**src/rtl/fetch_pkg.sv**
```systemverilog
// -----------------------------------------------------------------------------
// fetch_pkg
// Shared types and constants for the fetch-to-decode instruction queue.
//   FQ_XLEN    : PC width carried in a queue entry
//   NOP_INSTR  : addi x0,x0,0, driven to decode whenever no entry is valid
//   t_fq_entry : one queued fetch result {pc, instr, fault}
//   fq_ptr_w   : pointer width for a queue of a given depth (one wrap bit extra)
// -----------------------------------------------------------------------------
package fetch_pkg;

    localparam int FQ_XLEN = 64;

    localparam logic [31:0] NOP_INSTR = 32'h0000_0013;

    typedef struct packed {
        logic [FQ_XLEN-1:0] pc;
        logic [31:0]        instr;
        logic               fault;
    } t_fq_entry;

    // The extra MSB distinguishes a full queue from an empty one when the
    // index bits of the two pointers coincide.
    function automatic int fq_ptr_w(input int depth);
        return $clog2(depth) + 1;
    endfunction

endpackage

```
**src/rtl/fetch_queue_if.sv**
```systemverilog
// -----------------------------------------------------------------------------
// fetch_queue_if
// Bundle of the fetch-side write channel, decode-side read channel, the
// redirect flush and the occupancy count.
//   master : fetch/decode side (drives wr_*, rd_ready_i, flush_i)
//   slave  : the queue itself
// Signal names keep the _i/_o direction as seen from the queue.
// -----------------------------------------------------------------------------
interface fetch_queue_if
    import fetch_pkg::*;
#(
    parameter int XLEN  = FQ_XLEN,
    parameter int DEPTH = 4
);
    localparam int CW = $clog2(DEPTH) + 1;

    logic            flush_i;
    logic            wr_valid_i;
    logic            wr_ready_o;
    logic [31:0]     wr_instr_i;
    logic [XLEN-1:0] wr_pc_i;
    logic            wr_fault_i;
    logic            rd_valid_o;
    logic            rd_ready_i;
    logic [31:0]     rd_instr_o;
    logic [XLEN-1:0] rd_pc_o;
    logic            rd_fault_o;
    logic [CW-1:0]   count_o;

    modport master (
        output flush_i, wr_valid_i, wr_instr_i, wr_pc_i, wr_fault_i, rd_ready_i,
        input  wr_ready_o, rd_valid_o, rd_instr_o, rd_pc_o, rd_fault_o, count_o
    );

    modport slave (
        input  flush_i, wr_valid_i, wr_instr_i, wr_pc_i, wr_fault_i, rd_ready_i,
        output wr_ready_o, rd_valid_o, rd_instr_o, rd_pc_o, rd_fault_o, count_o
    );

endinterface

```
**src/rtl/fq_storage.sv**
```systemverilog
// -----------------------------------------------------------------------------
// fq_storage
// DEPTH-entry register array for the fetch queue.
//   i_clk   : clock
//   i_we    : write enable (one synchronous write port)
//   i_waddr : write index
//   i_wdata : entry to store
//   i_raddr : read index (asynchronous read port)
//   o_rdata : entry at i_raddr, combinational
// Contents are deliberately not reset; the queue pointers decide validity.
// -----------------------------------------------------------------------------
module fq_storage
    import fetch_pkg::*;
#(
    parameter int DEPTH = 4
)
(
    input  logic                     i_clk,
    input  logic                     i_we,
    input  logic [$clog2(DEPTH)-1:0] i_waddr,
    input  t_fq_entry                i_wdata,
    input  logic [$clog2(DEPTH)-1:0] i_raddr,
    output t_fq_entry                o_rdata
);

    t_fq_entry r_mem [DEPTH];

    always_ff @(posedge i_clk) begin
        if (i_we) begin
            r_mem[i_waddr] <= i_wdata;
        end
    end

    // Combinational read so the head entry is on rd_* the cycle after it is
    // written, without an extra pipeline stage.
    assign o_rdata = r_mem[i_raddr];

endmodule

```
**src/rtl/fetch_queue.sv**
```systemverilog
// -----------------------------------------------------------------------------
// fetch_queue
// Instruction buffer between fetch and decode. Holds {pc, instr, fault}
// entries in FIFO order, decode pops one per cycle unless stalled, and a
// redirect (flush_i) discards everything.
//   clk_i  : clock, rising edge
//   arst_i : asynchronous active-high reset
//   bus    : fetch_queue_if.slave
//              flush_i                          redirect, drop all entries
//              wr_valid_i/wr_ready_o            fetch handshake
//              wr_instr_i/wr_pc_i/wr_fault_i    fetched entry
//              rd_valid_o/rd_ready_i            decode handshake
//              rd_instr_o/rd_pc_o/rd_fault_o    head entry (NOP/0/0 when invalid)
//              count_o                          occupancy 0..DEPTH
// Build option:
//   FETCH_QUEUE_BYPASS_EN : when the queue is empty, forward wr_* straight to
//                           rd_*; an entry consumed that same cycle is never
//                           stored. Undefined: minimum latency is one cycle
//                           and there is no combinational wr->rd path.
// -----------------------------------------------------------------------------
module fetch_queue
    import fetch_pkg::*;
#(
    parameter int DEPTH = 4,
    parameter int XLEN  = FQ_XLEN
)
(
    input  logic   clk_i,
    input  logic   arst_i,
    fetch_queue_if.slave bus
);

    localparam int AW = $clog2(DEPTH);
    localparam int PW = fq_ptr_w(DEPTH);

    // Entries carry a fixed-width PC from the package; reject configurations
    // that would silently truncate or break the pointer arithmetic.
    generate
        if (XLEN != FQ_XLEN || DEPTH < 2 || (DEPTH & (DEPTH - 1)) != 0) begin : g_param_check
            $error("fetch_queue: XLEN must equal FQ_XLEN and DEPTH must be a power of 2 >= 2");
        end
    endgenerate

    logic [PW-1:0] r_wr_ptr;
    logic [PW-1:0] r_rd_ptr;

    logic      w_empty;
    logic      w_full;
    logic      w_push;
    logic      w_pop;
    logic      w_rd_valid;
    t_fq_entry w_wr_entry;
    t_fq_entry w_mem_head;
    t_fq_entry w_head;

    assign w_empty = (r_wr_ptr == r_rd_ptr);
    assign w_full  = (r_wr_ptr[AW-1:0] == r_rd_ptr[AW-1:0]) &&
                     (r_wr_ptr[AW] != r_rd_ptr[AW]);

    // Readiness is a function of stored state only, so fetch never sees a
    // combinational dependency on decode's stall.
    assign bus.wr_ready_o = !w_full;

    assign w_wr_entry = '{pc: bus.wr_pc_i, instr: bus.wr_instr_i, fault: bus.wr_fault_i};

`ifdef FETCH_QUEUE_BYPASS_EN
    logic w_bypass;

    // Empty queue: the fetched entry is presented to decode in the same cycle.
    // If decode takes it, it is consumed here and never written to storage.
    assign w_bypass   = w_empty && !bus.flush_i && bus.wr_valid_i;
    assign w_rd_valid = !bus.flush_i && (!w_empty || bus.wr_valid_i);
    assign w_head     = w_empty ? w_wr_entry : w_mem_head;
    assign w_push     = bus.wr_valid_i && !w_full && !bus.flush_i &&
                        !(w_bypass && bus.rd_ready_i);
    assign w_pop      = !w_empty && !bus.flush_i && bus.rd_ready_i;
`else
    assign w_rd_valid = !w_empty && !bus.flush_i;
    assign w_head     = w_mem_head;
    assign w_push     = bus.wr_valid_i && !w_full && !bus.flush_i;
    assign w_pop      = w_rd_valid && bus.rd_ready_i;
`endif

    // Pointers wrap modulo 2*DEPTH through natural PW-bit overflow.
    always_ff @(posedge clk_i or posedge arst_i) begin
        if (arst_i) begin
            r_wr_ptr <= '0;
            r_rd_ptr <= '0;
        end else if (bus.flush_i) begin
            // Any push or pop offered alongside the redirect is dropped.
            r_wr_ptr <= '0;
            r_rd_ptr <= '0;
        end else begin
            if (w_push) begin
                r_wr_ptr <= r_wr_ptr + PW'(1);
            end
            if (w_pop) begin
                r_rd_ptr <= r_rd_ptr + PW'(1);
            end
        end
    end

    fq_storage #(
        .DEPTH (DEPTH)
    ) u_storage (
        .i_clk   (clk_i),
        .i_we    (w_push),
        .i_waddr (r_wr_ptr[AW-1:0]),
        .i_wdata (w_wr_entry),
        .i_raddr (r_rd_ptr[AW-1:0]),
        .o_rdata (w_mem_head)
    );

    // Decode must never see a stale word: invalid head reads as a NOP.
    assign bus.rd_valid_o = w_rd_valid;
    assign bus.rd_instr_o = w_rd_valid ? w_head.instr : NOP_INSTR;
    assign bus.rd_pc_o    = w_rd_valid ? w_head.pc    : '0;
    assign bus.rd_fault_o = w_rd_valid && w_head.fault;

    assign bus.count_o = r_wr_ptr - r_rd_ptr;

endmodule

```
**src/flat_wrapper.sv**
```systemverilog
// flat-port wrapper written by rule: the top's interface ports become plain ports
module fetch_queue_flat import fetch_pkg::*;
#(
    parameter int DEPTH = 4,
    parameter int XLEN  = FQ_XLEN
)
  (clk_i, arst_i, bus_flush_i, bus_wr_valid_i, bus_wr_instr_i, bus_wr_pc_i, bus_wr_fault_i, bus_rd_ready_i, bus_wr_ready_o, bus_rd_valid_o, bus_rd_instr_o, bus_rd_pc_o, bus_rd_fault_o, bus_count_o);
  fetch_queue_if #(.XLEN(XLEN), .DEPTH(DEPTH)) bus_i ();
  input  logic clk_i;
  input  logic arst_i;
  input wire logic [$bits(bus_i.flush_i)-1:0] bus_flush_i;
  input wire logic [$bits(bus_i.wr_valid_i)-1:0] bus_wr_valid_i;
  input wire logic [$bits(bus_i.wr_instr_i)-1:0] bus_wr_instr_i;
  input wire logic [$bits(bus_i.wr_pc_i)-1:0] bus_wr_pc_i;
  input wire logic [$bits(bus_i.wr_fault_i)-1:0] bus_wr_fault_i;
  input wire logic [$bits(bus_i.rd_ready_i)-1:0] bus_rd_ready_i;
  output wire logic [$bits(bus_i.wr_ready_o)-1:0] bus_wr_ready_o;
  output wire logic [$bits(bus_i.rd_valid_o)-1:0] bus_rd_valid_o;
  output wire logic [$bits(bus_i.rd_instr_o)-1:0] bus_rd_instr_o;
  output wire logic [$bits(bus_i.rd_pc_o)-1:0] bus_rd_pc_o;
  output wire logic [$bits(bus_i.rd_fault_o)-1:0] bus_rd_fault_o;
  output wire logic [$bits(bus_i.count_o)-1:0] bus_count_o;
  assign bus_i.flush_i = bus_flush_i;
  assign bus_i.wr_valid_i = bus_wr_valid_i;
  assign bus_i.wr_instr_i = bus_wr_instr_i;
  assign bus_i.wr_pc_i = bus_wr_pc_i;
  assign bus_i.wr_fault_i = bus_wr_fault_i;
  assign bus_i.rd_ready_i = bus_rd_ready_i;
  assign bus_wr_ready_o = bus_i.wr_ready_o;
  assign bus_rd_valid_o = bus_i.rd_valid_o;
  assign bus_rd_instr_o = bus_i.rd_instr_o;
  assign bus_rd_pc_o = bus_i.rd_pc_o;
  assign bus_rd_fault_o = bus_i.rd_fault_o;
  assign bus_count_o = bus_i.count_o;
  fetch_queue #(.DEPTH(DEPTH), .XLEN(XLEN)) u_core (.clk_i(clk_i), .arst_i(arst_i), .bus(bus_i));
endmodule
```
**config.mk**
```make
export PLATFORM = sky130hd
export DESIGN_NAME = fetch_queue_flat
export DESIGN_NICKNAME = d
export VERILOG_FILES = /design/src/rtl/fetch_pkg.sv /design/src/rtl/fetch_queue_if.sv /design/src/rtl/fq_storage.sv /design/src/rtl/fetch_queue.sv /design/src/flat_wrapper.sv
export SDC_FILE = /design/constraint.sdc
export NUM_CORES = 1
export LEC_CHECK = 0
export CAP_MARGIN = 30
export CORE_ASPECT_RATIO = 1.4
export CORE_MARGIN = 2
export CORE_UTILIZATION = 55
export DETAILED_ROUTE_END_ITERATION = 8
export HOLD_SLACK_MARGIN = 0.1
export PLACE_DENSITY = 0.81
export SYNTH_ARGS = -nofsm -noshare
export SYNTH_HDL_FRONTEND = slang
export SYNTH_SLANG_ARGS = --single-unit
```
**constraint.sdc**
```tcl
create_clock -name clk_i -period 6.55 [get_ports clk_i]
set_input_delay 1.31 -clock clk_i [delete_from_list [all_inputs] [get_ports clk_i]]
set_output_delay 1.31 -clock clk_i [all_outputs]
set_load 0.02 [all_outputs]
```
==> results of run 1 <==
==> worst min-delay path by stage <==
stage | endpoint | slack (ps) | cells past startpoint
2_1_floorplan | u_core.r_rd_ptr[2] | 590 | 2
4_1_cts | u_core.r_rd_ptr[2] | 660 | 2
6_report | u_core.r_rd_ptr[2] | 660 | 2
5_1_grt | u_core.r_rd_ptr[2] | 730 | 2
3_5_place_dp | u_core.r_rd_ptr[2] | 650 | 2
3_3_place_gp | u_core.r_rd_ptr[2] | 630 | 2
==> report_power, final <==
| part | leakage, nW | internal [mW] | switching (mW) | total (mW) |
|---|---|---|---|---|
| Clock | 0.525 | 1.11 | 0.837 | 1.95 |
| Combinational | 1.78 | 1.34 | 1.35 | 2.69 |
| Sequential | 3.60 | 3.01 | 0.102 | 3.12 |
| Total | 5.91 | 5.47 | 2.29 | 7.76 |
==> cell families (layout without fill, tap and decap cells) <==
kind of cell | after synthesis | after routing
compound gates | 9 | 9
other cells | 0 | 3
simple gates | 127 | 127
flops | 394 | 394
mux | 98 | 98
buf+inv | 40 | 282
xor+xnor | 2 | 2
fa+ha+maj | 8 | 8
==> metal layers <==
layer  share of wire, %  routed length (um)  vias up  GRT usage (%)
met2                 52               14800      211           33.5
met5              0.057                  16        -              0
met4                3.8                1070        2           8.29
met3                4.7                1320       60           3.82
met1                 39               11100     3732           25.5
li1                   -                   -     3215              -
==> state kept, by name, indices dropped and copies added (netlist names) <==
name and count:
u_core.u_storage.r_mem 388, u_core.r_rd_ptr 3, u_core.r_wr_ptr 3
==> stage by stage <==
stage	cells	worst slack, ps	util (%)	hold WS (ps)	instance area, um2
2_1_floorplan	678	1920	-	588	15200
3_3_place_gp	1224	1740	65.3	635	17600
3_5_place_dp	1224	1660	65.3	648	17600
4_1_cts	1285	1680	69.4	659	18700
5_1_grt	1288	1540	69.4	728	18700
6_report	1288	1680	69.4	661	18700
==> Yosys cell counts <==
| cell type | number |
|---|---|
| or2_2 | 1 |
| nand4b_1 | 2 |
| xnor2_1 | 1 |
| nor2b_1 | 2 |
| mux4_2 | 97 |
| nand2_1 | 4 |
| a31oi_4 | 1 |
| dfrtp_1 | 6 |
| nand3_1 | 5 |
| edfxtp_1 | 388 |
| nand2b_1 | 3 |
| and3_1 | 4 |
| a31oi_1 | 5 |
| o211ai_1 | 1 |
| mux2_2 | 1 |
| o311ai_0 | 1 |
| nor3_1 | 1 |
| clkbuf_1 | 15 |
| nand4_1 | 1 |
| inv_1 | 7 |
| or3b_2 | 1 |
| nor2_1 | 2 |
| nand3b_1 | 1 |
| and2_1 | 94 |
| buf_2 | 15 |
| ha_1 | 7 |
| fa_1 | 1 |
| or4_1 | 2 |
| o2111a_1 | 1 |
| buf_4 | 3 |
| nor3b_1 | 3 |
| or3_1 | 1 |
| xnor2_2 | 1 |
==> worst min-delay path: stages, from the launching register on <==
cell and delay (ps):
dfrtp_1 460, nand2_1 90, a31oi_1 70
==> placed cells by master, fill, tap and decap left out, types with 2 or more instances in the layout <==
cell / synthesis / final
a31oi_1: 5 / 5
and2_1: 94 / 94
and3_4: 0 / 4
buf_12: 0 / 2
buf_4: 3 / 9
bufinv_16: 0 / 2
clkbuf_1: 15 / 8
clkbuf_16: 0 / 37
clkdlybuf4s50_1: 0 / 203
clkinv_1: 0 / 7
clkinv_2: 0 / 3
clkinvlp_4: 0 / 2
dfrtp_1: 6 / 4
dfrtp_4: 0 / 2
diode_2: 0 / 3
edfxtp_1: 388 / 388
ha_1: 7 / 7
inv_1: 7 / 7
mux4_2: 97 / 97
nand2_1: 4 / 4
nand2b_1: 3 / 3
nand3_1: 5 / 5
nand4b_1: 2 / 2
nor2_1: 2 / 2
nor2b_1: 2 / 2
nor3b_1: 3 / 3
or4_1: 2 / 2
==> final cells by class <==
class,instances,area (um2)
inverter,7,26.3
sequential,394,11800
multi-input combinational,244,3220
clock buffer,45,956
tap,365,457
antenna,3,7.51
fill,1720,8260
clock inverter,16,134
timing repair buffer,214,2140
==> flow_summary.toml, run 1 <==
[sta]
max_freq_ghz = 0.205
final_max_slew_viol_count = 0
fin_crit_ps = 4870
tightest_slew_ps = 926
relSlewSlack_pct = 38.3
hold_violations = 0
tns_ps = 0
final.setup_skew_ps = 13.8
fin_crit_sh_pct = 74.4
setup_viol = 0
rsz0062_at_grt = "false"

[worst_setup_path]
r2r_start = "u_core.r_rd_ptr[1]"
rr_worst_depth = 6
cp.required_ps = 5240
critPathSlowestCell = "clkdlybuf4s50_1"
worstPathArrival_ps = 3560
path_max_fanout = 94
crit_cells = 5
crit_buf_inv = 3
end_kind = "primary output"
cp-startpoint = "bus_flush_i"
cpPeakStageDelay_ps = 680
worst_path_most_repeated_cell = "clkdlybuf4s50_1"
critical_path_class = "in2out"
crit_family = "buffers and inverters"
cp_cell_sequence = "clkdlybuf4s50_1, a31oi_4, buf_12, and2_1, clkdlybuf4s50_1"
start_kind = "primary input"
reg2reg_slack_ps = 2930
reg2reg_to = "u_core.u_storage.r_mem[3][74]"
endpoint = "bus_rd_pc_o[30]"

[floorplanning]
die_h_um = 201
die-width_um = 144
fp-row-count = 71
core-area_um2 = 27000
pin_count = 204
dieArea_um2 = 29000
start_util_pct = 56.2

[logic_synthesis]
yosys_register_bits = 394
ys_warn_count = 0
syn_avg_cell_area_um2 = 22.4
yosysTopAreaCell = "edfxtp_1"
synth_mux_area_share_pct = 14.5
synth_area_leaders = "edfxtp_1 (77%), mux4_2 (14%), and2_1 (3.9%)"
synth_xor_area_share_pct = 0.165
netlist_instances = 678
synth_top_area_share_pct = 76.8
synth_top_family_by_area = "multiplexers"
synthAdderAreaFrac_pct = 0.709
syn-num-nets = 788
synth_compound_area_share_pct = 0.528
synth_simple_gate_area_share_pct = 5.19
netlist_area_um2 = 15200
ys_types = 33
yosysSeqAreaShare_pct = 77.8

[clock_network]
cts_tree = "yes"
ctsResizeCount = 0
cts_max_level = 2
post_cts_buffers = 0
numCtsBuffers = 37
cts_buffer_depth = 3
holdBufCountCts = 0
clk_pin_slew_worst_paths_ps = 60
clock-sinks = 394
clock_latency_ps = 510
ctsRootBufferMaster = "clkbuf_16"

[detailed_routing]
vias = 7220
via_per_inst = 5.61
first_iter_violations = 401
wl_per_cell_um = 22.0
drtAntennaViolNets = 0
wl_um = 28300
first_pass_iters = 4
drc = 0

[global_route]
grt_usage_pct = 19.9
antenna_found_initial = 4
grt_pass1_vias = 7728
grt_pass1_wl_um = 43200
grt_max_degree = 102
grt-ovfl-total = 0

[power_and_ir_drop]
report.power.total_mw = 7.76
ir_drop_mv = 0.310
power_density_nw_per_um2 = 414
p_leak_nw = 5.91

[cells_and_area]
area_growth_pct = 23.5
drive_gt1_share_pct = 17.9
nets = 1008

[place]
portBuffers = 203
hpwl_um = 16600
gp_congestion = 0.821

[worst_hold_path]
hold_path_class = "reg2reg"
hp-start = "u_core.r_rd_ptr[2]"

[job]
cap_viol_max_count = 0

[run_status]
outcome = "complete, no violations"
(Power assumes the default switching activity.)
==> run 2, diff against run 1 <==
- CORE_UTILIZATION: 55 -> 49
- PLACE_DENSITY: 0.81 -> 0.76
- clock period: 6.55 -> 4.42 ns (I/O delays scaled with it)
==> run 2 against run 1 <==
Effect of this change: clock power up 67%; first-iteration DRC count down 15%; sequential share of layout area down 1.2 points; sequential power up 46%.
==> flow_summary.toml, run 2 (synthesized netlist as in run 1, its figures left out) <==
[run_status]
outcome = "complete, no violations"

[detailed_routing]
vias = 7209
first_iter_violations = 341
first_pass_iters = 6
drtAntennaViolNets = 0
wl_per_cell_um = 21.7
wl_um = 28800
via_per_inst = 5.43
drc = 0

[global_route]
grt_max_degree = 101
grt-ovfl-total = 0
grt_pass1_vias = 7812
grt_pass1_wl_um = 44700
antenna_found_initial = 3
grt_usage_pct = 17.9

[clock_network]
post_cts_buffers = 0
clk_pin_slew_worst_paths_ps = 70
clock_latency_ps = 530
ctsResizeCount = 0
clock-sinks = 394
cts_buffer_depth = 3
cts_max_level = 2
cts_tree = "yes"
holdBufCountCts = 0
numCtsBuffers = 37
ctsRootBufferMaster = "clkbuf_16"

[sta]
max_freq_ghz = 0.269
relSlewSlack_pct = 58.2
hold_violations = 0
final.setup_skew_ps = 12.5
fin_crit_sh_pct = 84.0
rsz0062_at_grt = "false"
setup_viol = 0
tns_ps = 0
tightest_slew_ps = 627
final_max_slew_viol_count = 0
fin_crit_ps = 3710

[cells_and_area]
seq_area_um2 = 11800
final_common_cell = "edfxtp_1"
top_register = "u_core.u_storage.r_mem"
multi_input_area_um2 = 3220
drive_gt1_share_pct = 20.2
nets = 1017
final_cell_mix = "edfxtp_1 (388), clkdlybuf4s50_1 (203), mux4_2 (97), and2_1 (94), clkbuf_16 (39)"
largest_reg_flops = 388
area_growth_pct = 26.0
top_regs = "u_core.u_storage.r_mem: 388 flops, u_core.r_rd_ptr: 3 flops, u_core.r_wr_ptr: 3 flops"
nFillCells = 2123

[worst_setup_path]
critical_path_class = "reg2out"
cp-startpoint = "u_core.r_rd_ptr[0]"
r2r_start = "u_core.r_rd_ptr[0]"
worstPathArrival_ps = 2830
reg2reg_to = "u_core.u_storage.r_mem[2][52]"
path_max_fanout = 56
reg2reg_slack_ps = 1550
cp.required_ps = 3540
start_kind = "register"
end_kind = "primary output"
rr_worst_depth = 5
endpoint = "bus_rd_pc_o[19]"

[power_and_ir_drop]
power_density_nw_per_um2 = 624
p_leak_nw = 6.07
ir_drop_mv = 0.539
report.power.total_mw = 11.9

[floorplanning]
die-width_um = 153
fp-row-count = 76
dieArea_um2 = 32400
start_util_pct = 49.6
pin_count = 204
core-area_um2 = 30600
die_h_um = 212

[job]
cap_viol_max_count = 0

[place]
gp_congestion = 0.746
portBuffers = 203
hpwl_um = 17500

[worst_hold_path]
hold_path_class = "in2async"
[run 2: cell count changes in the layout (fill, tap and decap cells not counted)]
cell        change
clkinv_1        -5
clkbuf_1        -4
buf_12          +8
buf_4           +1
clkinv_4        +2
clkbuf_8        +1
bufinv_16       +3
clkinv_2        +5
clkbuf_16       +2
clkinvlp_4      +1
inv_6           +1
[run 2: critical path: stages, from the launching register on]
cell,delay [ps]
dfrtp_4,540
ha_1,430
a31oi_4,250
buf_12,240
and2_1,180
clkdlybuf4s50_1,630
[run 2: layer usage]
layer	routed length, um	share of wire (%)	global-route usage (%)	up-vias
met5	0	0	0	-
li1	-	-	-	3244
met3	1450	5.0	3.95	42
met4	645	2.2	5.30	0
met1	11400	39	22.0	3733
met2	15300	53	32.0	190
[run 2: how the worst min path moves through the flow]
stage                             from                  to  depth (start not counted)
floorplan           u_core.r_rd_ptr[2]  u_core.r_rd_ptr[2]                          2
global placement    u_core.r_rd_ptr[2]  u_core.r_rd_ptr[2]                          2
detailed placement  u_core.r_rd_ptr[2]  u_core.r_rd_ptr[2]                          2
CTS                             arst_i  u_core.r_rd_ptr[0]                          2
global route                    arst_i  u_core.r_rd_ptr[0]                          2
finish                          arst_i  u_core.r_rd_ptr[0]                          2
[run 2: layout make-up]
| class | instances | share of cell area, % |
|---|---|---|
| diodes | 3 | 0.0393 |
| repair buffers | 223 | 12.1 |
| flip-flops and latches | 394 | 61.8 |
| inverters | 7 | 0.137 |
| clock buffers | 44 | 5.25 |
| clock inverters | 23 | 1.38 |
| multi-input cells | 244 | 16.8 |
| well taps | 390 | 2.55 |
[run 2: per-stage QoR]
step | util [%] | hold slack, ps | std cells | setup WS, ps | instance area (um2)
3_3_place_gp | 58.3 | 611 | 1258 | 859 | 17800
2_1_floorplan | - | 588 | 678 | 879 | 15200
3_5_place_dp | 58.3 | 640 | 1258 | 821 | 17800
6_report | 62.5 | 587 | 1328 | 706 | 19100
5_1_grt | 62.4 | 587 | 1327 | 610 | 19100
4_1_cts | 62.4 | 574 | 1325 | 676 | 19100
[run 2: power breakdown]
part           switching (mW)  internal [mW]  total [mW]
clock network            1.33           1.93        3.26
registers              0.0871           4.46        4.55
logic                    2.08           2.06        4.13
==> run 3, diff against run 2 <==
- clock period: 4.42 -> 3.1 ns (I/O delays scaled with it)
==> run 3 against run 2 <==
Effect of this change: combinational power rose by 52%; clock power rose by 25%; clock skew rose by 3.1 ps; non-clock buffer count rose by 22; total power rose by 41%; count of clock-buffer cells in the layout fell by 2; via count rose by 3.1%; hold slack got worse by 260 ps; sequential share of layout area fell by 0.21 points; setup slack got worse by 630 ps; utilization rose by 0.22 points; largest cell class unchanged.
==> flow_summary.toml, run 3 (synthesized netlist as in run 1, its figures left out) <==
[floorplanning]
fp-row-count = 76
die_h_um = 212
start_util_pct = 49.6
pin_count = 204
core-area_um2 = 30600
dieArea_um2 = 32400
die-width_um = 153

[sta]
tightest_slew_ps = 596
final_max_slew_viol_count = 0
final.setup_skew_ps = 15.5
fin_crit_ps = 3020
relSlewSlack_pct = 60.3
setup_viol = 0
hold_slack_ps = 331
fin_crit_sh_pct = 97.4
max_freq_ghz = 0.331
hold_violations = 0

[clock_network]
cts_tree = "yes"
numCtsBuffers = 37
clock-sinks = 394
cts_buffer_depth = 3
cts_max_level = 2
holdBufCountCts = 0
clk_pin_slew_worst_paths_ps = 70
ctsRootBufferMaster = "clkbuf_16"
clock_latency_ps = 520

[place]
gp_congestion = 0.743
hpwl_um = 17900
portBuffers = 203

[global_route]
grt_usage_pct = 18.6
grt_pass1_vias = 7820
grt_max_degree = 101
grt_pass1_wl_um = 45700
grt-ovfl-total = 0
antenna_found_initial = 5

[job]
cap_viol_max_count = 0

[detailed_routing]
first_iter_violations = 430
wl_um = 30800
via_per_inst = 5.51
wl_per_cell_um = 22.8
drtAntennaViolNets = 0
vias = 7432
first_pass_iters = 4
drc = 0

[cells_and_area]
nets = 1039
multi_input_area_um2 = 3240
area_growth_pct = 26.4
seq_area_um2 = 11800
drive_gt1_share_pct = 25.2
top_register = "u_core.u_storage.r_mem"
top_regs = "u_core.u_storage.r_mem: 388 flops, u_core.r_rd_ptr: 3 flops, u_core.r_wr_ptr: 3 flops"
nFillCells = 2149
largest_reg_flops = 388
final_cell_mix = "edfxtp_1 (388), clkdlybuf4s50_1 (102), mux4_2 (97), and2_1 (94), clkbuf_16 (40)"
final_common_cell = "edfxtp_1"

[worst_setup_path]
cp_cell_sequence = "buf_16, buf_12, buf_6, mux4_2, and2_1, clkdlybuf4s15_2"
endpoint = "bus_rd_pc_o[12]"
reg2reg_to = "u_core.u_storage.r_mem[1][67]"
cp-startpoint = "u_core.r_rd_ptr[0]"
critical_path_class = "reg2out"
cpPeakStageDelay_ps = 520
end_kind = "primary output"
start_kind = "register"
rr_worst_depth = 7
reg2reg_slack_ps = 810
r2r_start = "u_core.r_wr_ptr[0]"
cp.required_ps = 2480
path_max_fanout = 5
crit_buf_inv = 4
critPathSlowestCell = "mux4_2"
crit_cells = 6
crit_family = "buffers and inverters"
worstPathArrival_ps = 2400

[power_and_ir_drop]
ir_drop_mv = 0.510
power_density_nw_per_um2 = 878
p_leak_nw = 6.38
report.power.total_mw = 16.9

[worst_hold_path]
hold_path_class = "in2async"

[run_status]
outcome = "complete, no violations"
==> run 3: power by group <==
part           switching (mW)  internal (mW)
clock network            1.82           2.27
registers               0.135           6.37
logic                    3.20           3.06
total                    5.16           11.7
==> run 3: how the worst min path moves through the flow <==
stage	from	depth (start not counted)	end	slack (ps)
6_report	arst_i	2	u_core.r_rd_ptr[0]	330
5_1_grt	arst_i	2	u_core.r_rd_ptr[0]	330
4_1_cts	arst_i	2	u_core.r_rd_ptr[0]	310
3_5_place_dp	u_core.r_rd_ptr[2]	2	u_core.r_rd_ptr[2]	620
3_3_place_gp	u_core.r_rd_ptr[2]	2	u_core.r_rd_ptr[2]	610
2_1_floorplan	arst_i	1	u_core.r_rd_ptr[0]	410
==> run 3: through the flow <==
step	instances	setup WS (ps)	util, %	area, um2	setup TNS (ps)
finish	1350	79.9	62.7	19200	0
detailed placement	1264	3.70	58.7	18000	0
CTS	1338	-93.1	62.7	19200	-2350
floorplan	678	-441	-	15200	-171080
global route	1350	-5.51	62.7	19200	-13.3
global placement	1264	15.0	58.7	18000	0
==> run 3: routing by layer <==
layer	GRT usage [%]	vias to the layer above	part of all wire [%]
li1	-	3291	-
met1	23.1	3889	38
met2	32.5	208	54
met3	3.55	44	5.2
met4	7.60	0	2.4
met5	0	-	0
==> run 3: timing repair <==
item | CTS | global route
pin swaps | 0 | 0
resized for setup | 188 | 58
buffers inserted | 7 | 5
setup endpoints to repair | 100 | 80
gates cloned | 2 | 3
==> run 3: final cells by class <==
| cell class | instances | share of cell area, % |
|---|---|---|
| Sequential cell | 394 | 61.5 |
| Multi-Input combinational cell | 244 | 16.9 |
| Timing Repair Buffer | 245 | 13.2 |
| Clock buffer | 42 | 4.92 |
| Tap cell | 390 | 2.54 |
| Clock inverter | 23 | 0.698 |
| Inverter | 7 | 0.137 |
| Antenna cell | 5 | 0.0652 |
